<file path="config.mk">
export PLATFORM = sky130hd
export DESIGN_NAME = cordic_output_stage
export DESIGN_NICKNAME = d
export VERILOG_FILES = /design/src/rtl/cordic_pkg.sv /design/src/rtl/cordic_out_fifo.sv /design/src/rtl/cordic_output_stage.sv
export SDC_FILE = /design/constraint.sdc
export NUM_CORES = 2
export LEC_CHECK = 0
export ABC_AREA = 1
export CORE_MARGIN = 4
export CORE_UTILIZATION = 60
export DETAILED_ROUTE_END_ITERATION = 10
export HOLD_SLACK_MARGIN = 0.02
export PLACE_DENSITY = 0.78
export SYNTH_ARGS = -nofsm -noshare
export SYNTH_HDL_FRONTEND = slang
export SYNTH_HIERARCHICAL = 1
export SYNTH_SLANG_ARGS = --single-unit
</file>
<file path="constraint.sdc">
create_clock -name clk -period 13.8 [get_ports clk]
set_input_delay 1.38 -clock clk [delete_from_list [all_inputs] [get_ports clk]]
set_output_delay 1.38 -clock clk [all_outputs]
set_load 0.02 [all_outputs]
</file>
<file path="src/rtl/cordic_pkg.sv">
// Shared constants and quadrant codes for the CORDIC back end.
package cordic_pkg;

   localparam int DATA_W     = 32;
   localparam int FRAC_BITS  = 30;
   localparam int FIFO_DEPTH = 4;
   localparam int CNT_W      = 16;

   // 1/An for the iteration count used upstream, Q2.30
   localparam logic [31:0] CORDIC_GAIN_Q30 = 32'h26DD3B6A;

   typedef enum logic [1:0] {
      QUAD_NONE = 2'b00,
      QUAD_P90  = 2'b01,
      QUAD_M90  = 2'b10,
      QUAD_180  = 2'b11
   } quad_t;

endpackage

</file>
<file path="src/rtl/cordic_out_fifo.sv">
// First-word-fall-through FIFO; the head entry is always visible on rdata.
module cordic_out_fifo #(
   parameter int DW    = 96,
   parameter int DEPTH = 4
) (
   input  logic                   clk,
   input  logic                   rst,
   input  logic                   push,
   input  logic                   pop,
   input  logic [DW-1:0]          wdata,
   output logic [DW-1:0]          rdata,
   output logic                   full,
   output logic                   empty,
   output logic [$clog2(DEPTH):0] count
);
   import cordic_pkg::*;

   localparam int AW = $clog2(DEPTH);
   localparam int CW = AW + 1;

   logic [DW-1:0] mem [DEPTH];
   logic [AW-1:0] wr_ptr;
   logic [AW-1:0] rd_ptr;

   // Storage is cleared too so the data outputs read zero out of reset
   always_ff @(posedge clk) begin
      if (rst) begin
         for (int i = 0; i < DEPTH; i++) mem[i] <= '0;
         wr_ptr <= '0;
         rd_ptr <= '0;
         count  <= '0;
      end else begin
         if (push) begin
            mem[wr_ptr] <= wdata;
            wr_ptr      <= wr_ptr + 1'b1;
         end
         if (pop) rd_ptr <= rd_ptr + 1'b1;
         case ({push, pop})
            2'b10:   count <= count + 1'b1;
            2'b01:   count <= count - 1'b1;
            default: count <= count;
         endcase
      end
   end

   assign rdata = mem[rd_ptr];
   assign full  = (count == CW'(DEPTH));
   assign empty = (count == '0);

endmodule

</file>
<file path="src/rtl/cordic_output_stage.sv">
// CORDIC back end: gain removal, quadrant un-rotation and a buffered valid/ready
// output that drops and counts samples when the consumer stalls.
module cordic_output_stage #(
   parameter int DATA_W     = cordic_pkg::DATA_W,
   parameter int FRAC_BITS  = cordic_pkg::FRAC_BITS,
   parameter int FIFO_DEPTH = cordic_pkg::FIFO_DEPTH,
   parameter int CNT_W      = cordic_pkg::CNT_W
) (
   input  logic              clk,
   input  logic              rst,
   input  logic              in_valid,
   input  logic [DATA_W-1:0] x_in,
   input  logic [DATA_W-1:0] y_in,
   input  logic [DATA_W-1:0] z_in,
   input  logic [1:0]        quad_in,
   input  logic              out_ready,
   output logic              out_valid,
   output logic [DATA_W-1:0] cos_out,
   output logic [DATA_W-1:0] sin_out,
   output logic [DATA_W-1:0] z_out,
   output logic              almost_full,
   output logic              overflow,
   output logic [CNT_W-1:0]  drop_count
);
   import cordic_pkg::*;

   localparam int PW = 2 * DATA_W;
   localparam int CW = $clog2(FIFO_DEPTH) + 1;
   localparam logic signed [PW-1:0] GAIN = PW'($signed(CORDIC_GAIN_Q30));
   localparam logic signed [PW-1:0] HALF = PW'(1) << (FRAC_BITS - 1);

   // K < 1, so the rounded product always fits back into DATA_W
   function automatic logic [DATA_W-1:0] gain_scale(input logic [DATA_W-1:0] v);
      logic signed [PW-1:0] p;
      p = PW'($signed(v)) * GAIN + HALF;
      return DATA_W'(p >>> FRAC_BITS);
   endfunction

   logic              s1_valid;
   logic [DATA_W-1:0] s1_x;
   logic [DATA_W-1:0] s1_y;
   logic [DATA_W-1:0] s1_z;
   quad_t             s1_quad;

   logic              s2_valid;
   logic [DATA_W-1:0] s2_cos;
   logic [DATA_W-1:0] s2_sin;
   logic [DATA_W-1:0] s2_z;

   logic [DATA_W-1:0] rot_c;
   logic [DATA_W-1:0] rot_s;

   logic              fifo_full;
   logic              fifo_empty;
   logic [CW-1:0]     fifo_count;
   logic [CW:0]       occupancy;
   logic              pop;
   logic              push;
   logic              drop;

   always_ff @(posedge clk) begin
      if (rst) begin
         s1_valid <= 1'b0;
         s1_x     <= '0;
         s1_y     <= '0;
         s1_z     <= '0;
         s1_quad  <= QUAD_NONE;
      end else begin
         s1_valid <= in_valid;
         if (in_valid) begin
            s1_x    <= gain_scale(x_in);
            s1_y    <= gain_scale(y_in);
            s1_z    <= z_in;
            s1_quad <= quad_t'(quad_in);
         end
      end
   end

   // Undo the upstream pre-rotation; scaled operands never reach -2^(DATA_W-1)
   always_comb begin
      rot_c = s1_x;
      rot_s = s1_y;
      case (s1_quad)
         QUAD_P90: begin
            rot_c = -s1_y;
            rot_s = s1_x;
         end
         QUAD_M90: begin
            rot_c = s1_y;
            rot_s = -s1_x;
         end
         QUAD_180: begin
            rot_c = -s1_x;
            rot_s = -s1_y;
         end
         default: begin
            rot_c = s1_x;
            rot_s = s1_y;
         end
      endcase
   end

   always_ff @(posedge clk) begin
      if (rst) begin
         s2_valid <= 1'b0;
         s2_cos   <= '0;
         s2_sin   <= '0;
         s2_z     <= '0;
      end else begin
         s2_valid <= s1_valid;
         if (s1_valid) begin
            s2_cos <= rot_c;
            s2_sin <= rot_s;
            s2_z   <= s1_z;
         end
      end
   end

   assign out_valid = !fifo_empty;
   assign pop       = out_valid && out_ready;
   assign push      = s2_valid && (!fifo_full || pop);
   assign drop      = s2_valid && fifo_full && !pop;

   cordic_out_fifo #(
      .DW    (3 * DATA_W),
      .DEPTH (FIFO_DEPTH)
   ) u_fifo (
      .clk   (clk),
      .rst   (rst),
      .push  (push),
      .pop   (pop),
      .wdata ({s2_z, s2_sin, s2_cos}),
      .rdata ({z_out, sin_out, cos_out}),
      .full  (fifo_full),
      .empty (fifo_empty),
      .count (fifo_count)
   );

   // Counts samples already committed upstream so the producer can stop in time
   assign occupancy   = {1'b0, fifo_count} + (CW+1)'(s1_valid) + (CW+1)'(s2_valid);
   assign almost_full = (occupancy >= (CW+1)'(FIFO_DEPTH));

   always_ff @(posedge clk) begin
      if (rst) begin
         overflow   <= 1'b0;
         drop_count <= '0;
      end else if (drop) begin
         overflow <= 1'b1;
         if (drop_count != '1) drop_count <= drop_count + 1'b1;
      end
   end

endmodule

</file>
==> metrics.md <==
| Metric | Value |
|---|---|
| Initial antenna violation count | 1 |
| Max-cap violations | 0 |
| # resized after CTS | 0 |
| Status | finished clean |
| RSZ-0062 raised after global routing | no |
| GR Util met3 | 0.0599 |
| Post-CTS Setup Bufs | 0 |
| Yosys warns | 6 |
| Total grt overflow | 0 |
| Initial DRC count | 7340 |
| H-tree levels | 2 |
| Req. time, crit path | approximately 14000 ps |
| Largest net degree at the start of global routing | about 130 |
| Maximum clock rate | between 100 and 150 MHz |
| Root Buffer | clkbuf_16 |
| Drt pass-1 iters | 8 |
| Std cell rows | 127 |
| Critical path's top delay family | adder cells |
| Vias | slightly above 60000 |
| TNS Setup | 0 ps |
| EDFF count, synth | 384 |
| Reg2Reg Depth | 10 |
| Largest stage delay, worst path | 720 ps |
| CTS Sinks | 606 |
| Initial core utilization | 0.607 |
| Critical path capture point type | flop |
| Hold Path Class | flop to flop |
| CP Max Fanout | 8 |
| Total GRT Usage | 0.387 |
| Diode count | 0 |
| First-pass GRT wire length | ~370000 um |
| Clk slew on worst S/H paths | 70 ps |
| Seq cells post-synth | 606 |
| Net Count, Synth | 10800 |
| Dominant cell by count in the synthesized netlist | inv_1 |
| Netlist cell types | 60 |
| WL final | 248000 um |
| Dpl hpwl | ~200000 um |
| Kind of critical path | input port to flop |
| Register area share after synthesis | 0.219 |
| Top Ports | around 220 |
| Final Cycle Share | 0.680 |
| CTS Buf Count | 58 |
| Synth Flop Type | edfxtp_1 |
| Cell taking the most area after synthesis | fa_1 |
| Area grow syn2layout | 7.62% |
| Gate Count Post-Synth | roughly 9100 |
| Final Hold Fails | 0 |
| Worst-Skew Late Latency | 630 ps |
| Post-DR vias/cell | 5.72 |
| Worst Path Arrival | ~9900 ps |
| M2 GR Usage | 0.640 |
| Crit path launch type | input port |
| Asr flop ratio synth | 0 |
| Gpl congestion | between 1 and 1.5 |
| Routing usage on met1 | 0.520 |
| Final ANT Viol Nets | 0 |
| CP bufs+invs | 11 |
| Leading cell types by count after synthesis | 2290 x inv_1, 1441 x nand2_1, 931 x nor2_1 |
| Hold Path Stages | 1 |
| Top-area cell type share of the netlist area | 0.236 |
| CTS tree | yes |
| Post-layout min period | 9390 ps |
| DRC violation count after routing | 0 |
| Die extent in y | 357 um |
| DIE WIDTH | 357 um |
| Setup Viol. Count Final | 0 |
| Longest Clk Path Bufs | 3 |
| Relative slew slack | 0.163 |
| Core Util, Final | 0.653 |
| PortBufs | 216 |
| Core area | 120000 um^2 |
| Most used routing layer | met2 |
| Slowest cell on crit path | clkdlybuf4s50_1 |
| Area contributors post-synth | fa_1 24%, edfxtp_1 16%, ha_1 12% |
| Crit path depth | 37 |
| Final nets | 10900 |
| Worst Max-Slew Pin Slew | 1260 ps |
| Fin Clk Skew | 30.4 ps |
| Synthesized area per cell | 8.02 um^2 |
| Layout cells sized above 1 | 0.0480 |
| Die area | 127000 um^2 |
| Vias in the first global route | 62700 |
| Routed WL per cell | 22.8 um |
| Hold_buf cts | 0 |
| Post-Synthesis Cell Area | 73000 um^2 |
| Most used cell, CP | inv_1 |
| Slew Limit Fails | 0 |
-- cells by family after synthesis --
family | synth area share
xor+xnor | 0.0272
flops | 0.219
simple gates | 0.187
buf+inv | 0.134
fa+ha+maj | 0.358
compound gates | 0.0740
-- registers in the layout (all words and copies together), names as in the netlist, 3 cells and up, named ones only --
name,cells
u_fifo/mem,384
s1_x,32
s1_y,32
s1_z,32
s2_cos,32
s2_sin,32
s2_z,32
drop_count,16
u_fifo/count,3
-- layout make-up --
| class | count | area, um^2 |
|---|---|---|
| fill | 9733 | 41800 |
| sequential | 606 | 16000 |
| inverter | 2353 | 8840 |
| clock buffer | 79 | 1620 |
| timing repair buffer | 250 | 2400 |
| multi-input combinational | 5923 | 47300 |
| clock inverter | 30 | 395 |
| tap | 1612 | 2020 |
-- worst register-to-register path, delay by kind of cell, from the launching register on --
kind	cells	cell delay [ps]
flip-flops	1	390
AND/OR/NAND/NOR	6	2130
AO/OA/AOI/OAI	1	640
buffers and inverters	3	1450
-- layout by cell type (no fill, tap or decap), types with 9 or more instances in the layout --
| master | synthesis | layout |
|---|---|---|
| clkinv_2 | 0 | 12 |
| o2111ai_1 | 16 | 16 |
| xor2_1 | 181 | 181 |
| nand4_1 | 71 | 71 |
| nor2_1 | 931 | 929 |
| o21bai_1 | 49 | 49 |
| clkinv_1 | 12 | 14 |
| o21ai_0 | 371 | 369 |
| nand2_4 | 6 | 11 |
| ha_1 | 713 | 713 |
| buf_4 | 3 | 36 |
| clkbuf_16 | 0 | 58 |
| clkdlybuf4s50_1 | 0 | 212 |
| a21o_1 | 14 | 14 |
| xnor2_1 | 46 | 46 |
| nand3_2 | 17 | 17 |
| inv_2 | 50 | 52 |
| clkbuf_1 | 139 | 12 |
| nor3_2 | 18 | 18 |
| clkbuf_8 | 0 | 9 |
| nor2_2 | 66 | 68 |
| dfxtp_1 | 222 | 219 |
| o211ai_1 | 9 | 9 |
| inv_1 | 2290 | 2287 |
| o22ai_1 | 118 | 118 |
| nor2_4 | 32 | 32 |
| nand2_1 | 1441 | 1437 |
| nand3b_1 | 12 | 12 |
| a21oi_1 | 303 | 303 |
| nand2_2 | 84 | 82 |
| o221ai_1 | 11 | 11 |
| nand3_1 | 299 | 299 |
| nor3_1 | 138 | 138 |
| o31ai_1 | 9 | 9 |
| o21ai_1 | 41 | 41 |
| nor4_1 | 10 | 10 |
| edfxtp_1 | 384 | 384 |
| fa_1 | 861 | 861 |
-- layer usage --
| metal | part of all wire | wire length, um |
|---|---|---|
| met1 | 0.40 | 98000 |
| met2 | 0.46 | 115000 |
| met3 | 0.095 | 23600 |
| met4 | 0.045 | 11100 |
| met5 | 0.000073 | 18 |
-- final timing paths --
kind | start | to | slack, ps
setup / recovery | x_in[11] | s1_x[31]$_SDFFE_PP0P_ | 4410
hold reg to reg | u_fifo/rd_ptr[1]$_SDFFE_PP0P_ | flop | 460
hold / removal | u_fifo/rd_ptr[1]$_SDFFE_PP0P_ | flop | 460
setup reg to reg | u_fifo/count[1]$_SDFFE_PP0P_ | u_fifo/mem[2][0]$_SDFFCE_PN0P_ | 8830
-- metrics by stage --
| step | cells | hold slack [ps] | area (um^2) | setup slack (ps) |
|---|---|---|---|---|
| after floorplan | 9103 | 412 | 73000 | 4280 |
| after global placement | 10700 | 423 | 76500 | 3960 |
| after detailed placement | 10700 | 431 | 76500 | 3920 |
| after CTS | 10900 | 447 | 78500 | 4510 |
| after global routing | 10900 | 482 | 78500 | 4010 |
| final | 10900 | 458 | 78500 | 4410 |
Power is not shown: default switching activity piles up to over one toggle a cycle in this logic, so the estimate is an artifact.
